==> src/rtl/noise_gate_pkg.sv <==
// Shared types and constants for the per-channel noise gate.
// State encoding and gain format (unsigned, 256 = unity).
package noise_gate_pkg;

    typedef enum logic [2:0] {
        CLOSED,
        ATTACK,
        OPEN,
        HOLD,
        RELEASE
    } gate_state_e;

    localparam int GAIN_BITS = 8;
    localparam int GAIN_W = 9;
    localparam logic [GAIN_W-1:0] GAIN_UNITY = 9'd256;

endpackage

==> src/rtl/gate_gain_mult.sv <==
// Registered signed sample x unsigned gain, floor-shifted by GAIN_BITS.
// Holds the gate's only data-path register, so latency is one clk.
module gate_gain_mult
    import noise_gate_pkg::*;
#(
    parameter int RESOLUTION = 32
) (
    input  logic                  clk,
    input  logic                  reset,
    input  logic [RESOLUTION-1:0] data_i,
    input  logic [GAIN_W-1:0]     gain_i,
    output logic [RESOLUTION-1:0] data_o
);

    localparam int PW = RESOLUTION + GAIN_W + 1;

    logic signed [PW-1:0] sample_ext;
    logic signed [PW-1:0] gain_ext;
    logic signed [PW-1:0] prod;
    logic [RESOLUTION-1:0] data_d;
    logic [RESOLUTION-1:0] data_q;

    assign sample_ext = {{(GAIN_W + 1){data_i[RESOLUTION-1]}}, data_i};
    assign gain_ext   = {{(RESOLUTION + 1){1'b0}}, gain_i};
    assign prod       = sample_ext * gain_ext;

    // Slicing above the fraction bits is the floor shift plus truncation.
    assign data_d = prod[RESOLUTION+GAIN_BITS-1:GAIN_BITS];

    always_ff @(posedge clk or posedge reset) begin
        if (reset) begin
            data_q <= '0;
        end else begin
            data_q <= data_d;
        end
    end

    assign data_o = data_q;

endmodule

==> src/rtl/noise_gate.sv <==
// Per-channel noise gate: hysteresis, hold timer, attack/release gain ramp.
// Define NOISE_GATE_PEAK_EN to add the peak_clr / peak_level meter.
module noise_gate
    import noise_gate_pkg::*;
#(
    parameter int                    RESOLUTION   = 32,
    parameter logic [RESOLUTION-1:0] THRESH_OPEN  = 'h0100_0000,
    parameter logic [RESOLUTION-1:0] THRESH_CLOSE = 'h0080_0000,
    parameter int                    HOLD_SAMPLES = 256,
    parameter int                    ATTACK_STEP  = 64,
    parameter int                    RELEASE_STEP = 8
) (
    input  logic                  clk,
    input  logic                  reset,
`ifdef NOISE_GATE_PEAK_EN
    input  logic                  peak_clr,
    output logic [RESOLUTION-2:0] peak_level,
`endif
    input  logic                  enable,
    input  logic [RESOLUTION-1:0] data_in,
    output logic [RESOLUTION-1:0] data_out,
    output logic                  gate_open,
    output logic [GAIN_W-1:0]     gain_mon
);

    localparam int CNT_W = (HOLD_SAMPLES > 1) ? $clog2(HOLD_SAMPLES) : 1;
    localparam logic [CNT_W-1:0] HOLD_LOAD = CNT_W'(HOLD_SAMPLES - 1);

    gate_state_e state_q, state_d;
    logic [GAIN_W-1:0] gain_q, gain_d;
    logic [CNT_W-1:0]  cnt_q, cnt_d;

    logic [RESOLUTION-1:0] neg;
    logic [RESOLUTION-2:0] level;
    logic                  above_open;
    logic                  above_close;
    logic [GAIN_W:0]       attack_sum;
    logic [GAIN_W-1:0]     attack_gain;
    logic [GAIN_W-1:0]     release_gain;
    logic [GAIN_W-1:0]     mult_gain;

    // Only the most-negative input keeps its sign bit after negation.
    assign neg = ~data_in + 1'b1;

    always_comb begin
        level = data_in[RESOLUTION-2:0];
        if (data_in[RESOLUTION-1]) begin
            level = neg[RESOLUTION-1] ? {(RESOLUTION - 1){1'b1}}
                                      : neg[RESOLUTION-2:0];
        end
    end

    assign above_open  = {1'b0, level} >= THRESH_OPEN;
    assign above_close = {1'b0, level} >= THRESH_CLOSE;

    assign attack_sum  = {1'b0, gain_q} + (GAIN_W + 1)'(ATTACK_STEP);
    assign attack_gain = (attack_sum >= {1'b0, GAIN_UNITY})
                         ? GAIN_UNITY : attack_sum[GAIN_W-1:0];

    assign release_gain = (gain_q <= GAIN_W'(RELEASE_STEP))
                          ? '0 : gain_q - GAIN_W'(RELEASE_STEP);

    always_comb begin
        state_d = state_q;
        gain_d  = gain_q;
        cnt_d   = cnt_q;
        if (!enable) begin
            state_d = OPEN;
            gain_d  = GAIN_UNITY;
            cnt_d   = '0;
        end else begin
            unique case (state_q)
                CLOSED: begin
                    gain_d = '0;
                    if (above_open) state_d = ATTACK;
                end
                ATTACK: begin
                    gain_d = attack_gain;
                    if (attack_gain == GAIN_UNITY) state_d = OPEN;
                end
                OPEN: begin
                    gain_d = GAIN_UNITY;
                    if (!above_close) begin
                        state_d = HOLD;
                        cnt_d   = HOLD_LOAD;
                    end
                end
                HOLD: begin
                    gain_d = GAIN_UNITY;
                    if (above_close) begin
                        state_d = OPEN;
                    end else if (cnt_q == '0) begin
                        state_d = RELEASE;
                    end else begin
                        cnt_d = cnt_q - 1'b1;
                    end
                end
                RELEASE: begin
                    // Reopening wins over this cycle's decrement.
                    if (above_open) begin
                        state_d = ATTACK;
                    end else begin
                        gain_d = release_gain;
                        if (release_gain == '0) state_d = CLOSED;
                    end
                end
                default: begin
                    state_d = CLOSED;
                    gain_d  = '0;
                    cnt_d   = '0;
                end
            endcase
        end
    end

    always_ff @(posedge clk or posedge reset) begin
        if (reset) begin
            state_q <= CLOSED;
            gain_q  <= '0;
            cnt_q   <= '0;
        end else begin
            state_q <= state_d;
            gain_q  <= gain_d;
            cnt_q   <= cnt_d;
        end
    end

    // Bypass multiplies by unity so data_out keeps the same latency.
    assign mult_gain = enable ? gain_q : GAIN_UNITY;

    gate_gain_mult #(
        .RESOLUTION(RESOLUTION)
    ) u_mult (
        .clk   (clk),
        .reset (reset),
        .data_i(data_in),
        .gain_i(mult_gain),
        .data_o(data_out)
    );

    assign gate_open = (state_q != CLOSED);
    assign gain_mon  = gain_q;

`ifdef NOISE_GATE_PEAK_EN
    logic [RESOLUTION-2:0] peak_q;

    always_ff @(posedge clk or posedge reset) begin
        if (reset) begin
            peak_q <= '0;
        end else if (peak_clr || (level > peak_q)) begin
            peak_q <= level;
        end
    end

    assign peak_level = peak_q;
`else
    // Peak meter not built in this configuration.
`endif

endmodule
==> config.mk <==
export PLATFORM = sky130hd
export DESIGN_NAME = noise_gate
export DESIGN_NICKNAME = d
export VERILOG_FILES = /design/src/rtl/noise_gate_pkg.sv /design/src/rtl/gate_gain_mult.sv /design/src/rtl/noise_gate.sv
export SDC_FILE = /design/constraint.sdc
export NUM_CORES = 1
export LEC_CHECK = 0
export ABC_AREA = 1
export BUFFER_PORTS_ARGS = -buffer_cell sky130_fd_sc_hd__clkbuf_2
export CORE_MARGIN = 1.5
export CORE_UTILIZATION = 32
export CTS_CLUSTER_DIAMETER = 40
export DETAILED_ROUTE_END_ITERATION = 6
export GPL_TIMING_DRIVEN = 0
export PLACE_DENSITY = 0.54
export SLEW_MARGIN = 10
export SYNTH_ARGS = -nofsm -noshare
export SYNTH_HDL_FRONTEND = slang
export SYNTH_SLANG_ARGS = --single-unit
==> constraint.sdc <==
create_clock -name clk -period 5.6 [get_ports clk]
set_input_delay 0.56 -clock clk [delete_from_list [all_inputs] [get_ports clk]]
set_output_delay 0.56 -clock clk [all_outputs]
set_load 0.005 [all_outputs]
After elaboration in Yosys (flattened, before gate mapping)
Cells that the tools add are included.

storage, ports and cells
  input port bits = 35
  register bits after elaboration = 52
  output and inout bits = 42

cells by class
  equal/unequal tests = 14
  mux-type cells = 22
  multiply operators = 1
  bitwise logic cells = 1
  reduce and logical (&&, ||, !) cells = 8
  add/sub/neg operators = 4
  order comparisons = 4

operators with widths
  cell                   number
  $mux 31                2
  $mux 9                 5
  $mul 32x10->40         1
  $add 32x1->32 const B  1
  $mux 8                 4
  $not 32->32            1
  $ge 31x24->1 const B   1
  $ge 31x25->1 const B   1
  $pmux 9 s3             1
  $mux 3                 8
  $pmux 8 s3             1
  $ne 3x3->1 const B     6
  $pmux 3 s5             1
  $add 9x7->10 const B   1
  $ge 10x9->1 const B    1
  $eq 9x9->1 const B     1
  $le 9x4->1 const B     1
  $logic_not 9->1        1
  $sub 9x4->9 const B    1
  $logic_not 8->1        1
  $ne 4x4->1 const B     2
  $sub 8x1->8 const B    1
  $eq 3x2->1 const B     2
  $reduce_and 5->1       1
  other kinds (8)        8

Depth between registers and ports, before layout
Gate-level depths: netlist (run 1).

  word-level depth = 8
  gate-level depth with buffers = 28

By module
From an unflattened synthesis (run 1), not the netlist that was laid out.

second synthesis, totals
  cell total of the unflattened synthesis = 1,923
  area total of the unflattened synthesis = 13,581.8 µm²

by module, submodules not included
  module          cells each  instances  area each (µm²)
  gate_gain_mult  1,514       1          11,225.8
  noise_gate      409         1          2,356.0

Worst setup path after synthesis (run 1)
Ideal clock, no wire load.

  kind = input port to flip-flop
  start point = input port enable
  end point = register u_mult.data_q[30] (netlist: u_mult.data_o[30])
  path buffers = 3
  path slack = -0.203 ns
  stages = 22
  arrival time = 5.724 ns
  required time = 5.521 ns
  library setup time = 0.079 ns
  path through = buf_4 > clkbuf_1 > nand2_1 > clkbuf_1 > nor2_1 > fa_1 > fa_1 > inv_1 > fa_1 > inv_1 > fa_1 > inv_1 > fa_1 > inv_1 > ha_1 > inv_1 > nor3_1 > nand2_1 > nor4_1 > nand3_1 > nand3_1 > xor2_1

between the ends
  cells in the longest elaborated chain, start to end = 2

RTL lines
  element                    line                  text
  start: declaration         noise_gate.sv:19      input logic enable,
  $mux 9                     noise_gate.sv:129     assign mult_gain = enable ? gain_q : GAIN_UNITY;
  $mul 32x10->40             gate_gain_mult.sv:25  assign prod = sample_ext * gain_ext;
  named net u_mult.prod[38]  gate_gain_mult.sv:19  logic signed [PW-1:0] prod;
  end signal: assignment     gate_gain_mult.sv:34  data_q <= data_d;
  end: declaration           gate_gain_mult.sv:21  logic [RESOLUTION-1:0] data_q;

The timed path passes the listed nets, and every way through them passes these cells.
A chain may end at the register's enable or synchronous reset.

Worst setup path after layout (run 1)
  start point = input port enable
  end point = register u_mult.data_q[26] (netlist: u_mult.data_o[26])

Same word-level chain as after synthesis.

==> results of run 1 <==
## worst reg2reg max path, delay by kind of cell (launching register included)
kind	cells	cell delay [ps]
adders and majority gates	6	2720
DFF	1	450
and+or+nand+nor	12	1340
buffers and inverters	6	690
xor gates and xnor gates	1	150
## registers in the layout, summed over array words and instances (netlist names)
name and cells:
cnt_q 8, gain_mon 9, state_q 3, u_mult.data_o 32
## how the worst max path moves through the flow
stage	start	endpoint	depth (start not counted)
6_report	enable	u_mult.data_o[26]	26
5_1_grt	enable	u_mult.data_o[21]	25
4_1_cts	enable	u_mult.data_o[26]	26
3_5_place_dp	enable	u_mult.data_o[26]	27
3_3_place_gp	enable	u_mult.data_o[26]	25
2_1_floorplan	enable	u_mult.data_o[30]	22
## routing by layer
metal	up-vias	wire (µm)	global-route usage	share of wire
met3	53	2780	0.0247	0.069
met1	5488	18500	0.285	0.46
li1	5184	-	-	-
met2	411	18000	0.309	0.44
met4	0	1210	0.0589	0.030
met5	-	0	0	0
## cell families after synthesis
kind of cell	after synthesis
buf+inv	388
xor+xnor	44
flops	52
fa+ha+maj	316
compound gates	141
simple gates	707
## placed cells by master (no fill, tap or decap), drive strengths merged, types with 12 or more instances in the layout
cell    count
ha         90
o21ai      43
dfrtp      52
fa        226
buf        80
a21oi      60
nand2     324
clkbuf     76
inv       338
xor2       30
a31oi      12
nor2      289
xnor2      14
nand3      66
## synth_stat cells, types with 3 or more instances
cell type	instances
xnor2_1	14
a211oi_1	3
o21bai_1	4
o21a_1	4
nor2_1	267
buf_4	3
buf_6	13
nand2_2	11
nor3_1	11
clkbuf_1	21
a21o_1	4
nand3_1	62
buf_1	3
xor2_1	30
nand2_1	312
nor2_4	4
o211ai_1	3
fa_1	226
nand4_1	10
o21ai_0	39
nor4_1	3
a21oi_1	59
nor2_2	17
inv_1	327
buf_2	4
clkinv_1	3
a31oi_1	12
dfrtp_1	52
inv_2	12
ha_1	90
nand3_2	3
## power by group through the flow
stage | registers, µW | logic (µW) | clock network, µW
3_5_place_dp | 487 | 827 | 0
4_1_cts | 482 | 861 | 331
5_1_grt | 490 | 1060 | 343
2_1_floorplan | 482 | 580 | 0
6_report | 481 | 940 | 317
3_3_place_gp | 487 | 819 | 0
## area by class of cell
cell class / instances / area (µm²) / area share
inverter: 343 / 1350 / 0.0877
buffer: 45 / 520 / 0.0339
multi-input combinational: 1208 / 10700 / 0.693
antenna: 1 / 2.50 / 0.000163
clock inverter: 3 / 21.3 / 0.00138
clock buffer: 5 / 125 / 0.00814
timing repair buffer: 106 / 746 / 0.0485
sequential: 52 / 1310 / 0.0849
tap: 518 / 648 / 0.0422
## through the flow
stage	hold slack, ps	instance area (µm²)	total power, µW
after CTS	274	14300	1670
after global routing	299	15400	1890
after global placement	456	13600	1310
after floorplan	442	12700	1060
after detailed placement	460	13600	1310
final	257	15400	1740
## what timing repair did
| item | CTS | global route |
|---|---|---|
| endpoints found under the setup margin | 28 | 22 |
| hold buffers | 0 | 0 |
| gates resized for setup | 131 | 177 |
| pin swaps | 5 | 75 |
| cloned | 0 | 3 |
| setup buffers | 1 | 44 |
==> impl_metrics.csv, run 1 <==
group,metric,value,unit
sta,clock.fmax,181,MHz
critical_path,cpMostUsedCell,"fa_1",
final_layout,layout.cells.non_filler,2281,
synthesis,ys_ff_latch,52,
synthesis,synth_top_family_by_area,"adder cells",
critical_path,worstSetupEndpointType,"register",
placed_design,dp.cells,2224,
sta,finalSetupViolCount,0,
final_layout,post-route-util,0.395,
global_route,grt_pass1_wl,62600,µm
critical_path,r2r_start,"gain_mon[3]",
critical_path,reg2reg_slack,140,ps
clock_tree,cts.htree.levels,2,
synthesis,synthAdderAreaFrac,0.446,
detailed_routing,drc_errors,0,
critical_path,cp.buffers_inverters,7,
critical_path,r2r_cells,25,
final_layout,drive_gt1_frac,0.210,
synthesis,synthArstFlopShare,1.00,
sta,hold_violations,0,
placed_design,numPortBuffers,57,
synthesis,synth_compound_area_frac,0.0644,
sta,layout_setup_ws,71.6,ps
run_status,outcome,"completed",
clock_tree,clk_transition_reported_paths,70,ps
global_route,grt_start_max_net_pins,33,
critical_path,worst_ep_required_time,5830,ps
synthesis,yosys.area.top_type,"fa_1",
clock_tree,cts_tree,"done",
sta,worst_slew_pin_slew,716,ps
power,internal_power,957,µW
die,pin_count,77,
clock_tree,clkSinkCount,52,
sta,max_slew_margin,0.518,
die,die_w,202,µm
clock_tree,cts_buffers,5,
critical_path,start_kind,"primary input",
detailed_routing,routedWlPerCell,17.7,µm
synthesis,synthMuxAreaShare,0,
synthesis,avgSynthCellArea,7.70,µm²
detailed_routing,dr.pass1.iters,5,
final_layout,final.fill_count,4026,
synthesis,synth-simple-area-share,0.232,
detailed_routing,via_count,11100,
power,pwr-share-comb,0.541,
job,cap_violations,0,
global_route,antenna_found_initial,1,
synthesis,synth_seq_area_share,0.103,
power,power_leakage,0.00796,µW
die,die_y,202,µm
global_route,grtUsageTotal,0.198,
sta,slew_violations,0,
detailed_routing,viasPerCell,4.88,
power,pwr-share-seq,0.277,
synthesis,yosysWarnings,0,
power,ir_worst_vdd,0.000113,V
synthesis,synthDominantCellAreaShare,0.357,
sta,period_needed,5530,ps
synthesis,synth_xor_area_frac,0.0304,
placed_design,dp_slack,-1460,ps
power,power.density,113,mW/mm²
sta,fin_crit_sh,0.987,
critical_path,worstReg2RegEnd,"u_mult.data_o[26]",
sta,fin_tns_setup,0,ps
placed_design,routabilityCongestion,0.985,
detailed_routing,ant_nets,0,
die,design.die.area,0.0408,mm²
hold_path,hold_path.class,"primary input to async pin",
synthesis,synth.distinct_cells,48,
synthesis,yosys_most_used_dff,"dfrtp_1",
die,row_count,72,
critical_path,crit_fanout,10,
detailed_routing,wl,40500,µm
global_route,overflow,0,
power,clkPwrFrac,0.182,
critical_path,critical-path-slowest-cell,"fa_1",
die,core_area,0.0389,mm²
placed_design,hpwlAfterDp,33000,µm
clock_tree,cts_buffer_depth,2,
synthesis,synthCells,1648,
critical_path,path_delay_family,"adder cells",
clock_tree,clk_latency,320,ps
synthesis,synth_edf_count,0,
global_route,grt_pass1_vias,11200,
die,initial_utilization,0.326,
power,switching_share,0.450,
synthesis,synth_nets,1999,
detailed_routing,drtIter0Drc,854,
final_layout,layout.nets,2112,
critical_path,worstPathArrival,5760,ps
critical_path,crit_type,"primary input to register",
power,switchingPower,782,µW
clock_tree,cts_root_buf,"clkbuf_16",
synthesis,yosys-top-cells-area,"fa_1, dfrtp_1, inv_1",
critical_path,cpPeakStageDelay,580,ps
synthesis,syn-cell-area,0.0127,mm²
sta,rsz0062_at_grt,"true",
sta,finalClockSkew,10.7,ps
final_layout,area_growth,21.2,%
(Power assumes the default switching activity.)
==> run 2: changes to the inputs <==
Settings changed: CORE_UTILIZATION 32 to 58, PLACE_DENSITY 0.54 to 0.85.
==> impl_metrics.csv, run 2 (same netlist as run 1, synthesis figures left out) <==
group,metric,value,unit
run_status,outcome,"completed",
clock_tree,clk_latency,290,ps
critical_path,crit_path_end,"u_mult.data_o[17]",
placed_design,dp_slack,-1190,ps
sta,layout_setup_ws,78.5,ps
sta,timing.hold.ws,281,ps
critical_path,r2r_cells,23,
final_layout,final_cell_area,0.0147,mm²
final_layout,final.fill_count,1654,
clock_tree,cts_tree,"done",
sta,clock.fmax,181,MHz
placed_design,hpwlAfterDp,30000,µm
placed_design,post_dp_cell_area,0.0133,mm²
global_route,grt_pass1_wl,58600,µm
global_route,grtUsageTotal,0.338,
global_route,grt_start_max_net_pins,30,
detailed_routing,drtIter0Drc,1138,
final_layout,final_common_cell,"inv_1",
clock_tree,clk_transition_reported_paths,70,ps
critical_path,worstReg2RegEnd,"u_mult.data_o[17]",
final_layout,n_antenna_cell,0,
sta,finalSetupViolCount,0,
die,row_count,53,
detailed_routing,dr.pass1.iters,6,
power,power_leakage,0.00781,µW
detailed_routing,wl_met3,3610,µm
sta,slew_violations,0,
critical_path,start_kind,"primary input",
final_layout,mostFrequentLayoutCells,"inv_1, nand2_1, nor2_1",
detailed_routing,wl,38000,µm
sta,hold_violations,0,
detailed_routing,routedWlPerCell,18.9,µm
power,power.density,117,mW/mm²
detailed_routing,ant_nets,0,
detailed_routing,m1WireLength,13700,µm
clock_tree,clkSinkCount,52,
die,die_w,151,µm
sta,period_needed,5520,ps
power,ir_worst_vdd,0.000127,V
detailed_routing,dr_wl_met2,18100,µm
sta,max_slew_margin,0.433,
critical_path,worstPathArrival,5730,ps
sta,fin_crit_sh,0.986,
sta,worst_slew_pin_slew,841,ps
clock_tree,cts_buffer_depth,2,
placed_design,numPortBuffers,57,
clock_tree,cts_root_buf,"clkbuf_16",
clock_tree,cts.htree.levels,2,
global_route,grt_pass1_vias,11800,
critical_path,r2r_start,"gain_mon[3]",
final_layout,layout.nets,2089,
placed_design,routabilityCongestion,1.02,
final_layout,area_growth,15.5,%
critical_path,crit_fanout,8,
sta,fin_tns_setup,0,ps
clock_tree,cts_buffers,5,
sta,rsz0062_at_grt,"true",
die,die_y,151,µm
die,initial_utilization,0.598,
job,cap_violations,0,
detailed_routing,viasPerCell,5.88,
detailed_routing,drc_errors,0,
final_layout,largest_reg_flops,32,
critical_path,worstSetupStartpoint,"enable",
die,design.die.area,0.0228,mm²
detailed_routing,via_count,11800,
critical_path,crit_type,"primary input to register",
die,core_area,0.0212,mm²
die,pin_count,77,
hold_path,hold_path.class,"primary input to async pin",
sta,finalClockSkew,9.61,ps
critical_path,worstSetupEndpointType,"register",
critical_path,reg2reg_slack,150,ps
critical_path,worst_ep_required_time,5810,ps
power,finalPower,1720,µW
global_route,overflow,0,
global_route,antenna_found_initial,0,
final_layout,drive_gt1_frac,0.179,
detailed_routing,highest-signal-layer,"met4",
[run 2: per-stage QoR]
stage / instances / util
final: 2014 / 0.690
after global routing: 2014 / 0.690
after CTS: 1989 / 0.654
after detailed placement: 1981 / 0.629
after global placement: 1980 / 0.628
after floorplan: 1648 / -
[run 2: metal layers]
metal  up-vias  global-route usage
met5         -                   0
met1      5728               0.420
met3       187              0.0530
met2       772               0.566
li1       5157                   -
met4         0               0.185
[run 2: timing repair]
| action | CTS | global route |
|---|---|---|
| hold buffers | 0 | 0 |
| pin swaps | 3 | 45 |
| buffers inserted | 0 | 24 |
| resized for setup | 110 | 150 |
| cloned | 0 | 1 |
| setup endpoints to repair | 28 | 23 |
[run 2: cell type report]
class	instances	area, µm²	area share
Buffer	45	505	0.0345
Tap cell	275	344	0.0235
Timing Repair Buffer	83	508	0.0347
Multi-Input combinational cell	1208	10500	0.717
Clock buffer	6	129	0.00880
Inverter	343	1340	0.0916
Clock inverter	2	16.3	0.00111
Sequential cell	52	1300	0.0889
[run 2: critical path, cell delays in order]
cell and delay, ps:
clkbuf_2 120, buf_12 150, nand2_8 80, inv_4 80, buf_12 130, buf_2 200
nand2_1 90, fa_1 490, inv_1 60, fa_1 490, inv_1 60, fa_1 540
inv_1 60, fa_1 520, fa_1 440, ha_2 400, nand2_1 120, o21ai_0 180
nand2_1 60, nand2_1 100, nand3_1 90, o211ai_1 180, a21oi_2 100, o21ai_1 190
xor2_1 220
[run 2: worst min path at each step]
stage / cells past startpoint / from / endpoint
finish: 2 / reset / u_mult.data_o[16]
global placement: 2 / cnt_q[7] / cnt_q[7]
global route: 2 / reset / u_mult.data_o[17]
CTS: 2 / reset / u_mult.data_o[15]
floorplan: 2 / cnt_q[7] / cnt_q[7]
detailed placement: 2 / cnt_q[7] / cnt_q[7]
[run 2: report_power, final]
group | switching [µW] | internal (µW) | total [µW]
logic | 587 | 340 | 927
registers | 43.5 | 439 | 483
clock network | 143 | 167 | 310
total | 773 | 946 | 1720
